==> src/rtl/mlp_seq_pkg.sv <==
// Shared types, default ENERGY2 coefficient set and width helpers for the
// sequential MLP engine.
`default_nettype none

package mlp_seq_pkg;

  typedef enum logic [1:0] {
    IDLE = 2'd0,
    L0   = 2'd1,
    L1   = 2'd2,
    DONE = 2'd3
  } state_t;

  // Flat coefficient vectors: element k sits at bits [k*W +: W].
  // W0 element index is h*N_IN+i, W1 element index is o*N_HID+h.
  localparam logic [191:0] ENERGY2_W0 =
    192'hFCFCFDFDFCFCFDFD_0607070707070707_FCFCFCFCFCFCFCFC;
  localparam logic [47:0]  ENERGY2_B0 = 48'h0197_FFE5_01D9;
  localparam logic [71:0]  ENERGY2_W1 = 72'hFF20FF_14FF1E_14FE14;
  localparam logic [47:0]  ENERGY2_B1 = 48'h0284_0148_04B0;

  function automatic int max_int(input int a, input int b);
    return (a > b) ? a : b;
  endfunction

  function automatic int hid_acc_w(input int b_w, input int w_w,
                                   input int in_w, input int n_in);
    return b_w + w_w + in_w + $clog2(n_in) + 1;
  endfunction

  function automatic int out_acc_w(input int b_w, input int w_w,
                                   input int hid_w, input int n_hid);
    return max_int(b_w, w_w + hid_w + 1) + $clog2(n_hid) + 1;
  endfunction

  function automatic int cnt_w(input int a, input int b, input int c);
    return $clog2(max_int(max_int(a, b), c) + 1);
  endfunction

endpackage

`default_nettype wire

==> src/rtl/mlp_argmax_acc.sv <==
// Running argmax over a stream of unsigned scores; ties keep the lowest index.
`default_nettype none

module mlp_argmax_acc #(
  parameter int SCORE_W = 42,
  parameter int IDX_W   = 2
) (
  input  logic               clk,
  input  logic               rst_n,
  input  logic               clear,
  input  logic               update,
  input  logic [SCORE_W-1:0] score,
  input  logic [IDX_W-1:0]   idx,
  output logic [IDX_W-1:0]   best_idx
);

  logic [SCORE_W-1:0] best_score;

  // Scores are ReLU outputs, so a cleared best of zero lets index 0 win
  // whenever nothing strictly larger follows.
  always_ff @(posedge clk) begin
    if (!rst_n) begin
      best_score <= '0;
      best_idx   <= '0;
    end else if (clear) begin
      best_score <= '0;
      best_idx   <= '0;
    end else if (update && (score > best_score)) begin
      best_score <= score;
      best_idx   <= idx;
    end
  end

endmodule

`default_nettype wire

==> src/rtl/mlp_seq_engine.sv <==
// Two-layer MLP classifier evaluated one multiply-accumulate per cycle,
// followed by an argmax over the output scores.
`default_nettype none

module mlp_seq_engine
  import mlp_seq_pkg::*;
#(
  parameter int N_IN  = 8,
  parameter int IN_W  = 4,
  parameter int N_HID = 3,
  parameter int N_OUT = 3,
  parameter int W_W   = 8,
  parameter int B_W   = 16,
  parameter logic [N_HID*N_IN*W_W-1:0]  W0 = ENERGY2_W0,
  parameter logic [N_HID*B_W-1:0]       B0 = ENERGY2_B0,
  parameter logic [N_OUT*N_HID*W_W-1:0] W1 = ENERGY2_W1,
  parameter logic [N_OUT*B_W-1:0]       B1 = ENERGY2_B1,
  localparam int CLS_W = $clog2(N_OUT)
) (
  input  logic                 clk,
  input  logic                 rst_n,
  input  logic [N_IN*IN_W-1:0] inp,
  input  logic                 in_valid,
  output logic                 in_ready,
  output logic [CLS_W-1:0]     out,
  output logic                 out_valid,
  input  logic                 out_ready,
  output logic                 busy
);

  localparam int ACC_W   = hid_acc_w(B_W, W_W, IN_W, N_IN);
  localparam int HID_W   = ACC_W - 1;
  localparam int OACC_W  = out_acc_w(B_W, W_W, HID_W, N_HID);
  localparam int SCORE_W = OACC_W - 1;
  localparam int AW      = max_int(ACC_W, OACC_W);
  localparam int CW      = cnt_w(N_IN, N_HID, N_OUT);

  state_t state, state_next;

  logic [CW-1:0]          term_idx, neu_idx;
  logic [N_IN*IN_W-1:0]   x_reg;
  logic [N_HID*HID_W-1:0] hid;
  logic signed [AW-1:0]   acc;

  logic                   accept, last_term, last_neu, score_upd;
  logic [W_W-1:0]         w_raw;
  logic [B_W-1:0]         b_raw;
  logic [IN_W-1:0]        x_sel;
  logic [HID_W-1:0]       h_sel, hid_relu;
  logic [SCORE_W-1:0]     score;
  logic signed [AW-1:0]   w_ext, x_ext, b_ext, prod, acc_sum;

  always_comb begin
    state_next = state;
    in_ready   = (state == IDLE);
    busy       = (state != IDLE);
    out_valid  = (state == DONE);
    accept     = in_valid && (state == IDLE);
    case (state)
      IDLE:    if (accept) state_next = L0;
      L0:      if (last_term && last_neu) state_next = L1;
      L1:      if (last_term && last_neu) state_next = DONE;
      DONE:    if (out_ready) state_next = IDLE;
      default: state_next = IDLE;
    endcase
  end

  always_ff @(posedge clk) begin
    if (!rst_n) state <= IDLE;
    else        state <= state_next;
  end

  // Operand selection: term_idx walks inputs (L0) or hidden units (L1),
  // neu_idx walks the neuron currently being accumulated.
  always_comb begin
    last_term = 1'b0;
    last_neu  = 1'b0;
    x_sel     = x_reg[term_idx*IN_W +: IN_W];
    h_sel     = hid[term_idx*HID_W +: HID_W];
    w_raw     = '0;
    x_ext     = '0;
    b_raw     = '0;
    if (state == L1) begin
      last_term = (term_idx == CW'(N_HID - 1));
      last_neu  = (neu_idx == CW'(N_OUT - 1));
      w_raw     = W1[(neu_idx*N_HID + term_idx)*W_W +: W_W];
      x_ext     = {{(AW-HID_W){1'b0}}, h_sel};
    end else begin
      last_term = (term_idx == CW'(N_IN - 1));
      last_neu  = (neu_idx == CW'(N_HID - 1));
      w_raw     = W0[(neu_idx*N_IN + term_idx)*W_W +: W_W];
      x_ext     = {{(AW-IN_W){1'b0}}, x_sel};
    end
    case (state)
      IDLE: b_raw = B0[B_W-1:0];
      L0: begin
        if (last_neu) b_raw = B1[B_W-1:0];
        else          b_raw = B0[(32'(neu_idx) + 1)*B_W +: B_W];
      end
      L1: if (!last_neu) b_raw = B1[(32'(neu_idx) + 1)*B_W +: B_W];
      default: b_raw = '0;
    endcase
    w_ext     = {{(AW-W_W){w_raw[W_W-1]}}, w_raw};
    b_ext     = {{(AW-B_W){b_raw[B_W-1]}}, b_raw};
    prod      = w_ext * x_ext;
    acc_sum   = acc + prod;
    hid_relu  = acc_sum[AW-1] ? '0 : acc_sum[HID_W-1:0];
    score     = acc_sum[AW-1] ? '0 : acc_sum[SCORE_W-1:0];
    score_upd = (state == L1) && last_term;
  end

  always_ff @(posedge clk) begin
    if (!rst_n) begin
      x_reg    <= '0;
      acc      <= '0;
      hid      <= '0;
      term_idx <= '0;
      neu_idx  <= '0;
    end else begin
      case (state)
        IDLE: begin
          if (accept) begin
            x_reg    <= inp;
            acc      <= b_ext;
            term_idx <= '0;
            neu_idx  <= '0;
          end
        end
        L0: begin
          if (last_term) begin
            hid[neu_idx*HID_W +: HID_W] <= hid_relu;
            acc      <= b_ext;
            term_idx <= '0;
            neu_idx  <= last_neu ? '0 : neu_idx + 1'b1;
          end else begin
            acc      <= acc_sum;
            term_idx <= term_idx + 1'b1;
          end
        end
        L1: begin
          if (last_term) begin
            acc      <= b_ext;
            term_idx <= '0;
            neu_idx  <= last_neu ? '0 : neu_idx + 1'b1;
          end else begin
            acc      <= acc_sum;
            term_idx <= term_idx + 1'b1;
          end
        end
        default: ;
      endcase
    end
  end

  mlp_argmax_acc #(
    .SCORE_W (SCORE_W),
    .IDX_W   (CLS_W)
  ) u_argmax (
    .clk      (clk),
    .rst_n    (rst_n),
    .clear    (accept),
    .update   (score_upd),
    .score    (score),
    .idx      (neu_idx[CLS_W-1:0]),
    .best_idx (out)
  );

endmodule

`default_nettype wire

==> config.mk <==
export PLATFORM = sky130hd
export DESIGN_NAME = mlp_seq_engine
export DESIGN_NICKNAME = d
export VERILOG_FILES = /design/src/rtl/mlp_seq_pkg.sv /design/src/rtl/mlp_argmax_acc.sv /design/src/rtl/mlp_seq_engine.sv
export SDC_FILE = /design/constraint.sdc
export NUM_CORES = 1
export LEC_CHECK = 0
export ABC_CLOCK_PERIOD_IN_PS = 19440
export CAP_MARGIN = 20
export CORE_ASPECT_RATIO = 1.4
export CORE_MARGIN = 2
export CORE_UTILIZATION = 40
export CTS_BUF_LIST = sky130_fd_sc_hd__clkbuf_8 sky130_fd_sc_hd__clkbuf_16
export DETAILED_ROUTE_END_ITERATION = 10
export PLACE_DENSITY_LB_ADDON = 0.08
export SETUP_SLACK_MARGIN = 0.02
export SLEW_MARGIN = 40
export SYNTH_ARGS = -nofsm -noshare
export SYNTH_HDL_FRONTEND = slang
export SYNTH_HIERARCHICAL = 1
export SYNTH_SLANG_ARGS = --single-unit
export TNS_END_PERCENT = 100
==> constraint.sdc <==
create_clock -name clk -period 19.44 [get_ports clk]
set_clock_uncertainty 0.2 [all_clocks]
set_input_delay 2.916 -clock clk [delete_from_list [all_inputs] [get_ports clk]]
set_output_delay 2.916 -clock clk [all_outputs]
set_load 0.005 [all_outputs]
* Yosys cells after proc, flatten, opt, wreduce, memory -nomap -nowiden
Index checks and enable logic that the tools add are counted.
** Word-level totals
- Register bits after elaboration :: 222
- Bits in latches :: 0
- Memory bits (writable) :: 0
- Memory bits (read-only) :: 0
- Input bits :: 36
- Output and inout bits :: 5
- Logic and storage cells :: 77
- Memories :: 0
** Cells by class
- $add $sub $neg :: 7
- $mul :: 4
- Divide/modulo/power cells :: 0
- Magnitude comparators :: 1
- Equality and inequality tests :: 11
- Shift-type cells :: 8
- Mux-type cells :: 23
- Bitwise operators :: 1
- Reductions and logical operators :: 14
** Operators by type and width (count)
- indexed part select 192 x 12 -> 8 bit, first input constant :: 1
- bitwise mux 93 bit :: 1
- variable shift 31 x 34 -> 93 bit, first input constant :: 1
- indexed part select 31 x 34 -> 93 bit :: 1
- indexed part select 93 x 10 -> 31 bit :: 1
- 2-to-1 mux 43 bit :: 2
- one-hot mux 43 bit (2 select lines) :: 1
- indexed part select 72 x 11 -> 8 bit, first input constant :: 1
- 2-to-1 mux 31 bit :: 2
- indexed part select 48 x 10 -> 16 bit, first input constant :: 1
- indexed part select 48 x 33 -> 16 bit, first input constant :: 1
- adder 43 bit :: 1
- > comparator 42 bit :: 1
- 2-to-1 mux 42 bit :: 1
- multiplier 8 x 32 -> 40 bit :: 1
- negator 9 -> 34 bit :: 1
- 2-to-1 mux 16 bit :: 2
- one-hot mux 16 bit (2 select lines) :: 1
- indexed part select 32 x 7 -> 4 bit :: 1
- multiplier 4 x 5 -> 9 bit, second input constant :: 2
- 2-to-1 mux 4 bit :: 4
- one-hot mux 4 bit (2 select lines) :: 2
- adder 4 x 1 -> 4 bit, second input constant :: 2
- adder 7 x 4 -> 8 bit :: 1
- other kinds (21) :: 36

* Logic depth before layout (Yosys ltp)
- Depth in word-level cells :: 9
- Depth in mapped cells :: 59
- Gate-level depth less buffers :: 53

* By module
Netlist, hierarchy kept.
** By module, submodules not included
- mlp_seq_engine :: times used 1, cells each 2401, area each 18773.0 um^2, sequential area each 3563.4 um^2
- mlp_argmax_acc :: times used 1, cells each 343, area each 2879.0 um^2, sequential area each 880.8 um^2

* Worst setup path after synthesis
Ideal clock, no wire load.
- Kind :: flip-flop to flip-flop
- Start :: register neu_idx[1]
- End :: register u_argmax.best_idx[0]
- Setup time :: 72 ps
- Data arrival time :: 11793 ps
- Data required time :: 19168 ps
- Setup slack :: 7375 ps
- Cell stages (with the launch flop) :: 52
- Buffers on the path :: 5
- Clock period less this slack :: 12065 ps
- Cell sequence :: dfxtp_1 > fa_1 > ha_1 > inv_1 > fa_1 > inv_1 > o41ai_1 > nand2_1 > o21ai_0 > o21ai_1 > inv_1 > a31oi_1 > clkbuf_1 > or2_2 > fa_1 > fa_1 > inv_1 > fa_1 > [... 16 more ...] > a211o_1 > a31oi_1 > o21a_1 > o31ai_4 > xor2_2 > xor2_2 > buf_4 > buf_4 > nor2_1 > ha_1 > nand4_2 > nor4_4 > nand3_1 > o41a_1 > o31ai_1 > buf_6 > buf_12 > mux2i_1
** Between the ends
- Longest elaborated chain between the ends :: 9
- Elaborated cells between the ends (all ways) :: 11
- Those cells by class :: add/sub: 3; mul: 2; order compare: 1; shift: 2; mux: 2; reduce/logical: 1
** Ends and longest elaborated chain
- start, declared :: line mlp_seq_engine.sv:40 : logic [CW-1:0] term_idx, neu_idx;
- start signal, assigned :: line mlp_seq_engine.sv:134 : neu_idx <= last_neu ? '0 : neu_idx + 1'b1;
- start signal, assigned :: line mlp_seq_engine.sv:144 : neu_idx <= last_neu ? '0 : neu_idx + 1'b1;
- multiplier 4 x 2 -> 6 bit :: line mlp_seq_engine.sv:86 : w_raw = W1[(neu_idx*N_HID + term_idx)*W_W +: W_W];
- adder 6 x 4 -> 7 bit :: line mlp_seq_engine.sv:86
- indexed part select 72 x 11 -> 8 bit :: line mlp_seq_engine.sv:86
- 2-to-1 mux 8 bit * :: line mlp_seq_engine.sv:83 : if (state == L1) begin
- multiplier 8 x 32 -> 40 bit * :: line mlp_seq_engine.sv:105 : prod = w_ext * x_ext;
- adder 43 bit * :: line mlp_seq_engine.sv:106 : acc_sum = acc + prod;
- 2-to-1 mux 42 bit * :: line mlp_seq_engine.sv:108 : score = acc_sum[AW-1] ? '0 : acc_sum[SCORE_W-1:0];
- net score[40] :: line mlp_seq_engine.sv:50 : logic [SCORE_W-1:0] score;
- > comparator 42 bit * :: line mlp_argmax_acc.sv:28 : end else if (update && (score > best_score)) begin
- logical AND 1 bit * :: line mlp_argmax_acc.sv:28
- end signal, assigned :: line mlp_argmax_acc.sv:30 : best_idx <= idx;
- end, declared :: line mlp_argmax_acc.sv:14 : output logic [IDX_W-1:0] best_idx
Mark *: on every way through the listed nets, which the timed path passes. The rest lies on a longest branch.
A chain may end at the register's enable or synchronous reset.

* Final worst setup path
- Start :: register neu_idx[1]
- End :: register u_argmax.best_score[2]
** Between the ends
- Longest elaborated chain between the ends :: 9
- Elaborated cells between the ends (all ways) :: 11
- Those cells by class :: add/sub: 3; mul: 2; order compare: 1; shift: 2; mux: 2; reduce/logical: 1
** Ends and longest elaborated chain
- multiplier 4 x 2 -> 6 bit :: line mlp_seq_engine.sv:86
- adder 6 x 4 -> 7 bit :: line mlp_seq_engine.sv:86
- indexed part select 72 x 11 -> 8 bit :: line mlp_seq_engine.sv:86
- 2-to-1 mux 8 bit * :: line mlp_seq_engine.sv:83
- multiplier 8 x 32 -> 40 bit * :: line mlp_seq_engine.sv:105
- adder 43 bit * :: line mlp_seq_engine.sv:106
- 2-to-1 mux 42 bit * :: line mlp_seq_engine.sv:108
- net score[40] :: line mlp_seq_engine.sv:50
- > comparator 42 bit * :: line mlp_argmax_acc.sv:28
- logical AND 1 bit * :: line mlp_argmax_acc.sv:28
- end signal, assigned :: line mlp_argmax_acc.sv:29 : best_score <= score;
- end, declared :: line mlp_argmax_acc.sv:17 : logic [SCORE_W-1:0] best_score;
Marked as above.

==> qor.txt <==
outcome: finished clean
Nets: 3112
M1 GR Usage: 28.8%
max-cap viol count: 0
endpoints failing hold: 0
Row Count: 100
Seq cells post-synth: 222
port buffer count: 40
drt via density: 5.40
Final HPWL DP: 48.0 mm
Multi-input gate area: 15500 um^2
Adder-Cell Fraction of Synth Area: 27.7%
Starting Density: 40.6%
register area: 4450 um^2
CTS resizes: 0
total CTS buffers: 23
share of post-route cells with drive strength above 1: 5.29%
# fillers: 5631
Slew @ Worst Pin: 0.864 ns
GP Congestion: 0.853
Tcrit/Tclk final: 76.8%
final cell count without fillers: 3434
Gate Count Post-Synth: 2744
GR Layer Usage met2: 40.7%
most common cell in the netlist: nand2_1
CP endpoint kind: flip-flop
Synth Area in XOR/XNOR: 3.02%
core area: 53300 um^2
RSZ-0062 raised after global routing: no
achievable frequency: 67.0 MHz
share of the yosys chip area belonging to registers: 20.5%
most flop-heavy register: hid
Main synth FF type: dfxtp_1
Finish-stage setup viols: 0
post-synthesis net count: 3152
largest family of logic cells by synthesized area: adder cells
Worst Hold Class: reg -> reg
grt ovf: 0
GRT Max-Usage Layer: met2
CTS Buffer Depth: 3
routing usage on met3: 1.81%
Synth Area in Compound Gates: 17.0%
Worst Path Class, Setup: reg -> reg
Ports: 41
Slowest Stage Delay on Critical Path: 0.79 ns
number of global-route vias before repair: 18900
Largest register FFs: 93
mux share of post-synthesis cell area: 4.53%
WL/cell: 18.1 um
area grow syn2layout: 8.53%
die height: 279 um
CP startpoint kind: flip-flop
minimum clock period: 14.93 ns
Mapped Area: 21700 um^2
largest net degree at the start of global routing: 89
synth top area cells: dfxtp_1 (21%), fa_1 (17%), ha_1 (11%)
# DRC: 0
clk sinks: 222
Placed Cells incl. Taps: 3392
Slew Limit Fails: 0
Iteration-0 DRC Markers: 1063
Worst Path Arrival: 15.18 ns
GRT Total Usage: 22.5%
DIE WIDTH: 201 um
synth unique cells: 77
first-pass GRT wire length: 101 mm
slowest cell on the critical path: dfxtp_1
Worst-path clk slew: 0.07 ns
share of the synthesized area in the top cell type: 20.5%
post-synthesis async set-or-reset flop share: 0%
Largest regs: hid (93), acc (43), u_argmax/best_score (42)
CTS tree: built
Worst Path Required: 19.70 ns
Clock Latency Late Sink: 0.54 ns
initial antenna violation count: 0
yosys warns: 6
relative slew slack: 41.8%
DIE AREA: 56000 um^2
hold buffers post-CTS: 0
root buf cell: clkbuf_16
commonest cells in the netlist: nand2_1 (408), inv_1 (323), nor2_1 (309)
most used cell, CP: fa_1
Avg Cell Area, Syn: 7.89 um^2
Pre-antenna DRT Iters: 5
cell type with the largest total area after synthesis: dfxtp_1
Max FO, Critical Path: 64
Synth Area in Simple Gates: 18.7%
EDFF count, synth: 0
Post-CTS Setup Bufs: 0
remaining antenna violation count after routing: 0
via count: 18500
setup TNS: 0 ns
htree depth: 1
Detailed Route WL: 62.3 mm
diode count: 0
## cell families after synthesis
kind of cell             after synthesis
XOR/XNOR                              73
buffers and inverters                465
flip-flops                           222
AND/OR/NAND/NOR                      940
adder cells (fa/ha/maj)              372
multiplexers                          88
AO/OA/AOI/OAI                        584
## worst max-delay path: cells and delay by family (launching register included)
kind / cells / cell delay, ns
XOR/XNOR: 2 / 0.44
multiplexers: 1 / 0.26
adder cells (fa/ha/maj): 10 / 4.13
AND/OR/NAND/NOR: 12 / 2.52
AO/OA/AOI/OAI: 18 / 4.17
flip-flops: 1 / 0.79
buffers and inverters: 9 / 2.25
## per-stage QoR
step                area (um^2)  utilization [%]  hold slack (ns)  worst slack [ns]
finish                    23500             44.1            0.248              4.51
global route              23500             44.1            0.268              3.37
CTS                       23500             44.0            0.248              4.25
detailed placement        22700             42.6            0.239              4.30
global placement          22700             42.5            0.232              4.58
floorplan                 21700                -            0.224              7.37
## layout by cell type, fill, tap and decap left out, types with 28 or more instances in the layout
cell,n
nand2_1,403
inv_1,325
nor2_1,306
dfxtp_1,220
ha_1,192
a21oi_1,184
fa_1,180
o21ai_0,116
o31ai_1,83
mux2i_1,80
nand3_1,54
a21o_1,46
xnor2_1,43
clkdlybuf4s50_1,40
buf_4,33
nand4_1,29
xor2_1,28
## layout make-up
class                           instances  area share [%]
Multi-Input combinational cell       2057            65.9
Sequential cell                       222            18.9
Inverter                              325            5.20
Tap cell                              714            3.80
Timing Repair Buffer                   75            2.92
Clock buffer                           24            2.51
Clock inverter                         17           0.783
## routing by layer
layer	wire length, um	vias to the layer above	part of all wire, %
li1	-	9065	-
met1	27500	9055	44
met2	31100	357	50
met3	2340	66	3.8
met4	1360	0	2.2
met5	0	-	0
## final timing paths
| path | startpoint | to | slack (ns) | depth (start not counted) |
|---|---|---|---|---|
| min reg2reg | hid[10]$_SDFFE_PN0P_ | hid[10]$_SDFFE_PN0P_ | 0.25 | 2 |
| max | neu_idx[1]$_SDFFE_PN0P_ | u_argmax/best_score[2]$_SDFFE_PP0P_ | 4.51 | 52 |
| min | hid[10]$_SDFFE_PN0P_ | hid[10]$_SDFFE_PN0P_ | 0.25 | 2 |
| max reg2reg | neu_idx[1]$_SDFFE_PN0P_ | u_argmax/best_score[2]$_SDFFE_PP0P_ | 4.51 | 52 |
Power is left out: the tool's default activity adds up to more than one toggle a clock period on the data nets, which glitch-free logic cannot reach.
